[src/rtl/rca_seq_ctrl.sv]
// Sequential W-bit add/subtract built on one 4-bit ripple-carry adder,
// processing one nibble per clock with a valid/ready handshake on each side.

module ripplecarry4bit (
    output logic [3:0] sum,
    output logic       cout,
    input  logic [3:0] a,
    input  logic [3:0] b,
    input  logic       cin
);
    logic [4:0] c;

    always_comb begin
        c    = '0;
        sum  = '0;
        c[0] = cin;
        for (int i = 0; i < 4; i++) begin
            sum[i]   = a[i] ^ b[i] ^ c[i];
            c[i + 1] = (a[i] & b[i]) | (c[i] & (a[i] ^ b[i]));
        end
        cout = c[4];
    end
endmodule

// State table:
//   IDLE | waiting for an operation, in_ready=1
//   RUN  | one nibble per cycle through the 4-bit adder
//   DONE | result held with out_valid=1 until out_ready
module rca_seq_ctrl #(
    parameter int NIBBLES = 4
) (
    input  logic                 clk,
    input  logic                 rst,
    input  logic                 in_valid,
    output logic                 in_ready,
    input  logic [4*NIBBLES-1:0] op_a,
    input  logic [4*NIBBLES-1:0] op_b,
    input  logic                 sub,
    input  logic                 cin,
    output logic                 out_valid,
    input  logic                 out_ready,
    output logic [4*NIBBLES-1:0] sum,
    output logic                 cout,
    output logic                 ovf
);
    localparam int W  = 4 * NIBBLES;
    localparam int IW = (NIBBLES > 1) ? $clog2(NIBBLES) : 1;
    localparam int BW = $clog2(W);
    localparam logic [IW-1:0] LAST = IW'(NIBBLES - 1);

    typedef enum logic [1:0] {
        IDLE,
        RUN,
        DONE
    } state_t;

    state_t          state;
    logic [W-1:0]    a_reg;
    logic [W-1:0]    b_reg;
    logic [W-1:0]    sum_reg;
    logic            carry_reg;
    logic [IW-1:0]   idx;
    logic            ovf_reg;
    logic            in_ready_reg;
    logic            out_valid_reg;

    logic [BW-1:0]   base;
    logic [3:0]      nib_a;
    logic [3:0]      nib_b;
    logic [3:0]      nib_sum;
    logic            nib_cout;

    assign base  = BW'(idx) << 2;
    assign nib_a = a_reg[base +: 4];
    assign nib_b = b_reg[base +: 4];

    ripplecarry4bit u_rca (
        .sum  (nib_sum),
        .cout (nib_cout),
        .a    (nib_a),
        .b    (nib_b),
        .cin  (carry_reg)
    );

    always_ff @(posedge clk) begin
        if (rst) begin
            state         <= IDLE;
            idx           <= '0;
            carry_reg     <= 1'b0;
            sum_reg       <= '0;
            ovf_reg       <= 1'b0;
            in_ready_reg  <= 1'b1;
            out_valid_reg <= 1'b0;
        end else begin
            case (state)
                IDLE: begin
                    if (in_valid) begin
                        a_reg        <= op_a;
                        b_reg        <= sub ? ~op_b : op_b;
                        carry_reg    <= sub ? 1'b1 : cin;
                        idx          <= '0;
                        in_ready_reg <= 1'b0;
                        state        <= RUN;
                    end
                end
                RUN: begin
                    sum_reg[base +: 4] <= nib_sum;
                    carry_reg          <= nib_cout;
                    idx                <= idx + IW'(1);
                    if (idx == LAST) begin
                        // Top nibble's sum bit is the final result MSB.
                        ovf_reg       <= (a_reg[W-1] == b_reg[W-1]) && (nib_sum[3] != a_reg[W-1]);
                        out_valid_reg <= 1'b1;
                        state         <= DONE;
                    end
                end
                DONE: begin
                    if (out_ready) begin
                        out_valid_reg <= 1'b0;
                        in_ready_reg  <= 1'b1;
                        state         <= IDLE;
                    end
                end
                default: begin
                    out_valid_reg <= 1'b0;
                    in_ready_reg  <= 1'b1;
                    state         <= IDLE;
                end
            endcase
        end
    end

    assign in_ready  = in_ready_reg;
    assign out_valid = out_valid_reg;
    assign sum       = sum_reg;
    assign cout      = carry_reg;
    assign ovf       = ovf_reg;
endmodule

[config.mk]
export PLATFORM = sky130hd
export DESIGN_NAME = rca_seq_ctrl
export DESIGN_NICKNAME = d
export VERILOG_FILES = /design/src/rtl/rca_seq_ctrl.sv
export SDC_FILE = /design/constraint.sdc
export NUM_CORES = 1
export LEC_CHECK = 0
export ABC_AREA = 1
export BUFFER_PORTS_ARGS = -buffer_cell sky130_fd_sc_hd__buf_4
export CAP_MARGIN = 10
export CORE_MARGIN = 1
export CORE_UTILIZATION = 58
export CTS_CLUSTER_SIZE = 14
export DETAILED_ROUTE_END_ITERATION = 8
export PLACE_DENSITY = 0.85
export SLEW_MARGIN = 20
export SYNTH_ARGS = -nofsm -noshare
export SYNTH_HDL_FRONTEND = slang
export SYNTH_SLANG_ARGS = --single-unit
export TNS_END_PERCENT = 20
[constraint.sdc]
create_clock -name clk -period 4.4 [get_ports clk]
set_input_delay 0.22 -clock clk [delete_from_list [all_inputs] [get_ports clk]]
set_output_delay 0.22 -clock clk [all_outputs]
set_load 0.02 [all_outputs]
==> impl_metrics.toml, run 1 <==
[setup_path]
cp-startpoint = "idx[1]"
reg2reg_launch_point = "idx[1]"
worst-setup-path-type = "flip-flop to flip-flop"
worstPathRequired_ns = 4.65
setup.worst_path.end_class = "flip-flop"
worst_setup_path_start_kind = "flip-flop"
cpPeakStageDelay_ns = 0.57
critical_path_arrival_ns = 3.39
critical_path.slowest_cell = "sky130_fd_sc_hd__dfxtp_1"
worstPathCellList = "clkinv_1 > a21oi_1 > fa_1 > inv_1 > fa_1 > inv_1 > fa_1 > inv_1 > fa_1 > nand2_1 > nor2_1 > nand2_1 > nand2_1 > inv_1 > nor2_1"
r2r_slack_ns = 1.26
rr_endpoint = "sum[7]"
crit_end = "sum[7]"
reg2regPathDepth = 15
timing.critical_path.fanout_max = 13

[timing]
layout_worst_path_cycle_share_pct = 71.3
rsz_0062_raised_after_global_routing = "no"
setup_viol = 0
timing.hold.ws_ns = 0.0751
max_slew_violation_count = 0
fmaxAchievable_mhz = 319
fin_worst_skew_ns = 0.00889
finalSetupTns_ns = 0
tightestPinTransition_ns = 0.561
slew-limit-headroom_pct = 62.2
post-route-min-period_ns = 3.14
final_hold_viol_count = 0

[cts]
tritoncts = "built"
cts_num_sinks = 56
cts.htree.levels = 2
cts_resized = 0
cts_hold_repair.buffers = 0
cts.clk_slew.worst_paths_ns = 0.10
postCtsSetupRepairBufs = 0
clock_tree.buffer_depth = 2
clock-root-buffer = "sky130_fd_sc_hd__clkbuf_8"
worst_skew_pair.late_latency_ns = 0.31
cts_inserted_buffers = 5

[synthesis]
post_synth_most_frequent_cells = "48 x sky130_fd_sc_hd__nand2_1, 42 x sky130_fd_sc_hd__nor2_1, 32 x sky130_fd_sc_hd__edfxtp_1"
ys_types = 24
synthFlopType = "sky130_fd_sc_hd__edfxtp_1"
synth-async-reset-ratio_pct = 0
yosys_warnings = 0
syn_nets = 327
synth_top_area_cell = "sky130_fd_sc_hd__edfxtp_1"
syn_avg_cell_area_um2 = 9.30
synth_area_leaders = "sky130_fd_sc_hd__edfxtp_1 37%, sky130_fd_sc_hd__dfxtp_1 19%, sky130_fd_sc_hd__nand2_1 6.9%"
mappedNetlistArea_mm2 = 0.00259
ys_seq_area_share_pct = 55.5
ys_seq_elements = 56
post-synth-top-area-fraction_pct = 37.0
synth_enable_flop_cells = 32
synthesis.instances = 279
synth.most_common_cell = "sky130_fd_sc_hd__nand2_1"

[place]
gp_congestion = 0.875
dp.final_hpwl_um = 3620
placed_cells_incl_taps = 380
port_buffers = 57

[global_route]
antenna_found_initial = 0
globalRouteOverflowTotal = 0
wire_length_of_the_first_global_routing_pass_um = 8470
grt_use_total_pct = 25.1
grt_pass1_vias = 1902
grt_max_degree = 33

[floorplanning]
design.core.area_mm2 = 0.00414
die_area_mm2 = 0.00475
std_cell_rows = 23
die-height_um = 68.9
floorplan.io_pins = 58
floorplan.initialDensity_pct = 62.6
dieWidth_um = 68.9

[detailed_routing]
wirelength_um = 5150
vias = 2021
iter_0_drt_violations = 148
post_drt_via_cell_ratio = 5.21
remaining_drc_errors = 0
wire_per_inst_um = 13.3
remaining_antenna_violation_count_after_routing = 0
first_pass_detailed_route_iteration_total = 4

[cells_and_area]
num_antenna_cells = 0
non_filler_instance_count_after_layout = 388
seqCellArea_mm2 = 0.00144
synthToLayoutAreaGrowth_pct = 22.2
finalCoreUtilization_pct = 76.5
multi_input_area_um2 = 988
post_route_cells_drive_above_1_share_pct = 22.5
final_net_count = 385
fill_cells = 304

[worst_hold_path]
hold_path_class = "input pin to flip-flop"

[power_and_ir_drop]
power-per-cell-area_mw_per_mm2 = 354
ir_drop_uv = 243
total_leakage_power_uw = 0.00139

[outcome]
outcome = "finished clean"

[flow_run]
max-cap-violations = 0
==> final cells by class <==
class                   count  share of cell area (%)
clock buffers               6                    2.29
clock inverters             2                    1.10
inverters                  34                    4.03
multi-input cells         181                    31.2
flip-flops and latches     56                    45.5
well taps                  50                    1.97
repair buffers             59                    14.0
==> where the power goes <==
group          switching (µW)  total (µW)  internal, µW
clock network             161         329           169
registers                11.2         593           582
logic                     120         202          81.4
==> logic make-up after synthesis <==
group / count (synthesis) / synth area share [%]
adders and majority gates: 10 / 5.98
and+or+nand+nor: 105 / 16.7
buffers and inverters: 42 / 6.46
AOI/OAI and AO/OA: 50 / 9.93
DFF: 56 / 55.5
xor gates and xnor gates: 16 / 5.40
==> how the worst min path moves through the flow <==
stage,start,end,depth (start not counted)
3_5_place_dp,op_a[7],a_reg[7],1
3_3_place_gp,op_a[7],a_reg[7],1
5_1_grt,op_a[5],a_reg[5],1
6_report,op_a[5],a_reg[5],1
2_1_floorplan,rst,state[0],1
4_1_cts,op_a[5],a_reg[5],1
==> placed cells by master, fill, tap and decap left out, types with 2 or more instances in the layout <==
cell	netlist	final
sky130_fd_sc_hd__nor2_2	3	4
sky130_fd_sc_hd__dfxtp_1	24	24
sky130_fd_sc_hd__buf_4	1	59
sky130_fd_sc_hd__nor3_1	3	3
sky130_fd_sc_hd__nand2_2	2	2
sky130_fd_sc_hd__o21ai_0	30	30
sky130_fd_sc_hd__a21oi_1	15	15
sky130_fd_sc_hd__nand2_1	48	48
sky130_fd_sc_hd__inv_2	2	2
sky130_fd_sc_hd__nand3_1	4	4
sky130_fd_sc_hd__clkbuf_8	0	5
sky130_fd_sc_hd__o22ai_1	4	4
sky130_fd_sc_hd__edfxtp_1	32	32
sky130_fd_sc_hd__inv_1	31	31
sky130_fd_sc_hd__xor2_1	16	16
sky130_fd_sc_hd__fa_1	4	4
sky130_fd_sc_hd__ha_1	6	6
sky130_fd_sc_hd__nor2_1	42	41
==> routing by layer <==
metal / share of wire (%) / track usage (%)
met5: 0 / 0
met4: 2.7 / 13.3
met3: 7.7 / 5.10
met2: 49 / 41.3
met1: 40 / 30.9
==> worst max-delay path, delay by kind of cell, from the launching register on <==
kind / cells / cell delay [ns]
flops: 1 / 0.57
compound gates: 1 / 0.30
fa+ha+maj: 4 / 1.24
simple gates: 5 / 0.40
buf+inv: 5 / 0.57
==> stage by stage <==
stage          power (µW)  setup WS [ns]  cell area, µm²
2_1_floorplan         731           1.68            2590
3_3_place_gp          796           1.48            3060
3_5_place_dp          802           1.35            3060
4_1_cts              1120           1.28            3170
5_1_grt              1180          0.972            3170
6_report             1120           1.26            3170
Note: power is estimated with default switching activity, not from simulation.
==> run 2, diff against run 1 <==
--- a/config.mk
+++ b/config.mk
@@ -9,10 +9,10 @@
 export BUFFER_PORTS_ARGS = -buffer_cell sky130_fd_sc_hd__buf_4
 export CAP_MARGIN = 10
 export CORE_MARGIN = 1
-export CORE_UTILIZATION = 58
+export CORE_UTILIZATION = 48
 export CTS_CLUSTER_SIZE = 14
 export DETAILED_ROUTE_END_ITERATION = 8
-export PLACE_DENSITY = 0.85
+export PLACE_DENSITY = 0.75
 export SLEW_MARGIN = 20
 export SYNTH_ARGS = -nofsm -noshare
 export SYNTH_HDL_FRONTEND = slang
==> constraint.sdc (replaced) <==
create_clock -name clk -period 2.72 [get_ports clk]
set_input_delay 0.136 -clock clk [delete_from_list [all_inputs] [get_ports clk]]
set_output_delay 0.136 -clock clk [all_outputs]
set_load 0.02 [all_outputs]
==> run 2 against run 1 <==
Register-to-register slack got worse by 1.2 ns; clock power rose by 38%; critical path depth is the same; first-iteration DRC count fell by 27%; sequential power grew 62%; critical path type unchanged; largest cell class unchanged.
==> impl_metrics.toml, run 2 (synthesis results as in run 1) <==
[outcome]
outcome = "finished clean"

[timing]
finalWorstSetupSlack_ns = 0.0150
slew-limit-headroom_pct = 71.8
max_slew_violation_count = 0
final_hold_viol_count = 0
fin_worst_skew_ns = 0.00833
finalSetupTns_ns = 0
rsz_0062_raised_after_global_routing = "yes"
setup_viol = 0
tightestPinTransition_ns = 0.418
post-route-min-period_ns = 2.70
layout_worst_path_cycle_share_pct = 99.4
timing.hold.ws_ns = 0.0106
fmaxAchievable_mhz = 370

[detailed_routing]
post_drt_via_cell_ratio = 4.88
wirelength_um = 5410
first_pass_detailed_route_iteration_total = 4
remaining_drc_errors = 0
remaining_antenna_violation_count_after_routing = 0
iter_0_drt_violations = 108
wire_per_inst_um = 12.6
vias = 2103

[setup_path]
critical_path_arrival_ns = 2.96
buffers_plus_inverters_on_the_worst_setup_path = 4
cpPeakStageDelay_ns = 0.46
worst-setup-path-type = "flip-flop to flip-flop"
worst_setup_path_start_kind = "flip-flop"
timing.critical_path.fanout_max = 6
setup.worst_path.end_class = "flip-flop"
worstPathCellList = "o21ai_0 > nor2_1 > a21oi_2 > fa_2 > inv_2 > fa_2 > inv_2 > fa_2 > inv_2 > fa_1 > inv_1 > nand2_1 > nand2_1 > nand3_2 > a21oi_2"
critical_path.slowest_cell = "sky130_fd_sc_hd__fa_1"
cp_top_family = "adder cells"
worstPathRequired_ns = 2.98

[global_route]
antenna_found_initial = 0
globalRouteOverflowTotal = 0
grt_pass1_vias = 1909
grt_use_total_pct = 19.7
wire_length_of_the_first_global_routing_pass_um = 8280
grt_max_degree = 33

[cts]
worst_skew_pair.late_latency_ns = 0.31
cts.clk_slew.worst_paths_ns = 0.10
clock_tree.buffer_depth = 2
tritoncts = "built"
cts_inserted_buffers = 5
cts.htree.levels = 2
clock-root-buffer = "sky130_fd_sc_hd__clkbuf_8"
cts_num_sinks = 56

[worst_hold_path]
hold_path_class = "input pin to flip-flop"

[floorplanning]
die_area_mm2 = 0.00570
die-height_um = 75.5
floorplan.initialDensity_pct = 50.2
dieWidth_um = 75.5
design.core.area_mm2 = 0.00517
floorplan.io_pins = 58
std_cell_rows = 26

[cells_and_area]
mostFrequentLayoutCell = "sky130_fd_sc_hd__buf_4"
synthToLayoutAreaGrowth_pct = 33.1
multi_input_area_mm2 = 0.00105
fill_cells = 422
post_route_cells_drive_above_1_share_pct = 29.1
final_net_count = 408
num_antenna_cells = 0
non_filler_instance_count_after_layout = 431
layout.cells.most_common_list = "65 x sky130_fd_sc_hd__buf_4, 46 x sky130_fd_sc_hd__nand2_1, 40 x sky130_fd_sc_hd__nor2_1"
seqCellArea_mm2 = 0.00145
finalCoreUtilization_pct = 66.8

[flow_run]
max-cap-violations = 0

[power_and_ir_drop]
total_leakage_power_uw = 0.00149
power-per-cell-area_mw_per_mm2 = 518
ir_drop_uv = 337

[place]
dp.final_hpwl_um = 3800
gp_congestion = 0.928
port_buffers = 57
place_worst_setup_slack_ns = -0.0225
placed_cells_incl_taps = 406
run 2: cell types whose count changed in the layout (fill, tap and decap cells not counted), moves of 4 or more:
cell / change
sky130_fd_sc_hd__a21oi_1: -4
sky130_fd_sc_hd__a21oi_2: +4
sky130_fd_sc_hd__buf_4: +6
sky130_fd_sc_hd__dlygate4sd3_1: +15
sky130_fd_sc_hd__inv_2: +4
sky130_fd_sc_hd__o21ai_0: -4
run 2: repair_timing:
item | in CTS | in global routing
hold endpoints to repair | 13 | 2
hold buffers | 13 | 2
resized for setup | 1 | 29
setup endpoints to repair | 3 | 7
pin swaps | 0 | 8
buffers inserted | 0 | 2
run 2: where the power goes:
part | internal, µW | switching (µW)
logic | 166 | 209
registers | 942 | 20.2
clock network | 180 | 273
total | 1290 | 502
run 2: layer usage:
layer	wire, µm	GRT usage [%]	part of all wire, %
met1	2390	24.0	44
met2	2670	32.9	49
met3	226	4.23	4.2
met4	125	10.3	2.3
met5	0	0	0
run 2: through the flow:
step / total power [µW] / instance area, µm²
after floorplan: 1180 / 2600
after global placement: 1300 / 3130
after detailed placement: 1310 / 3130
after CTS: 1760 / 3350
after global routing: 1870 / 3450
final: 1790 / 3450
run 2: cell type report:
type,instances,area share [%]
Sequential cell,56,41.9
Clock buffer,5,1.99
Tap cell,70,2.54
Multi-Input combinational cell,181,30.3
Inverter,34,3.69
Timing Repair Buffer,82,19.1
Clock inverter,3,0.507
run 2: path summary, 6_finish.rpt:
path,end,cells after the start,slack (ns),start
setup / recovery,ovf,15,0.02,idx[0]
hold / removal,a_reg[10],1,0.01,op_a[10]
setup reg to reg,ovf,15,0.02,idx[0]
hold reg to reg,sum[13],2,0.47,sum[13]
run 2: worst register-to-register path: cells and delay by family, from the launching register on:
family	cells	cell delay, ns
compound gates	3	0.30
fa+ha+maj	4	1.32
buf+inv	4	0.27
flops	1	0.40
simple gates	4	0.38
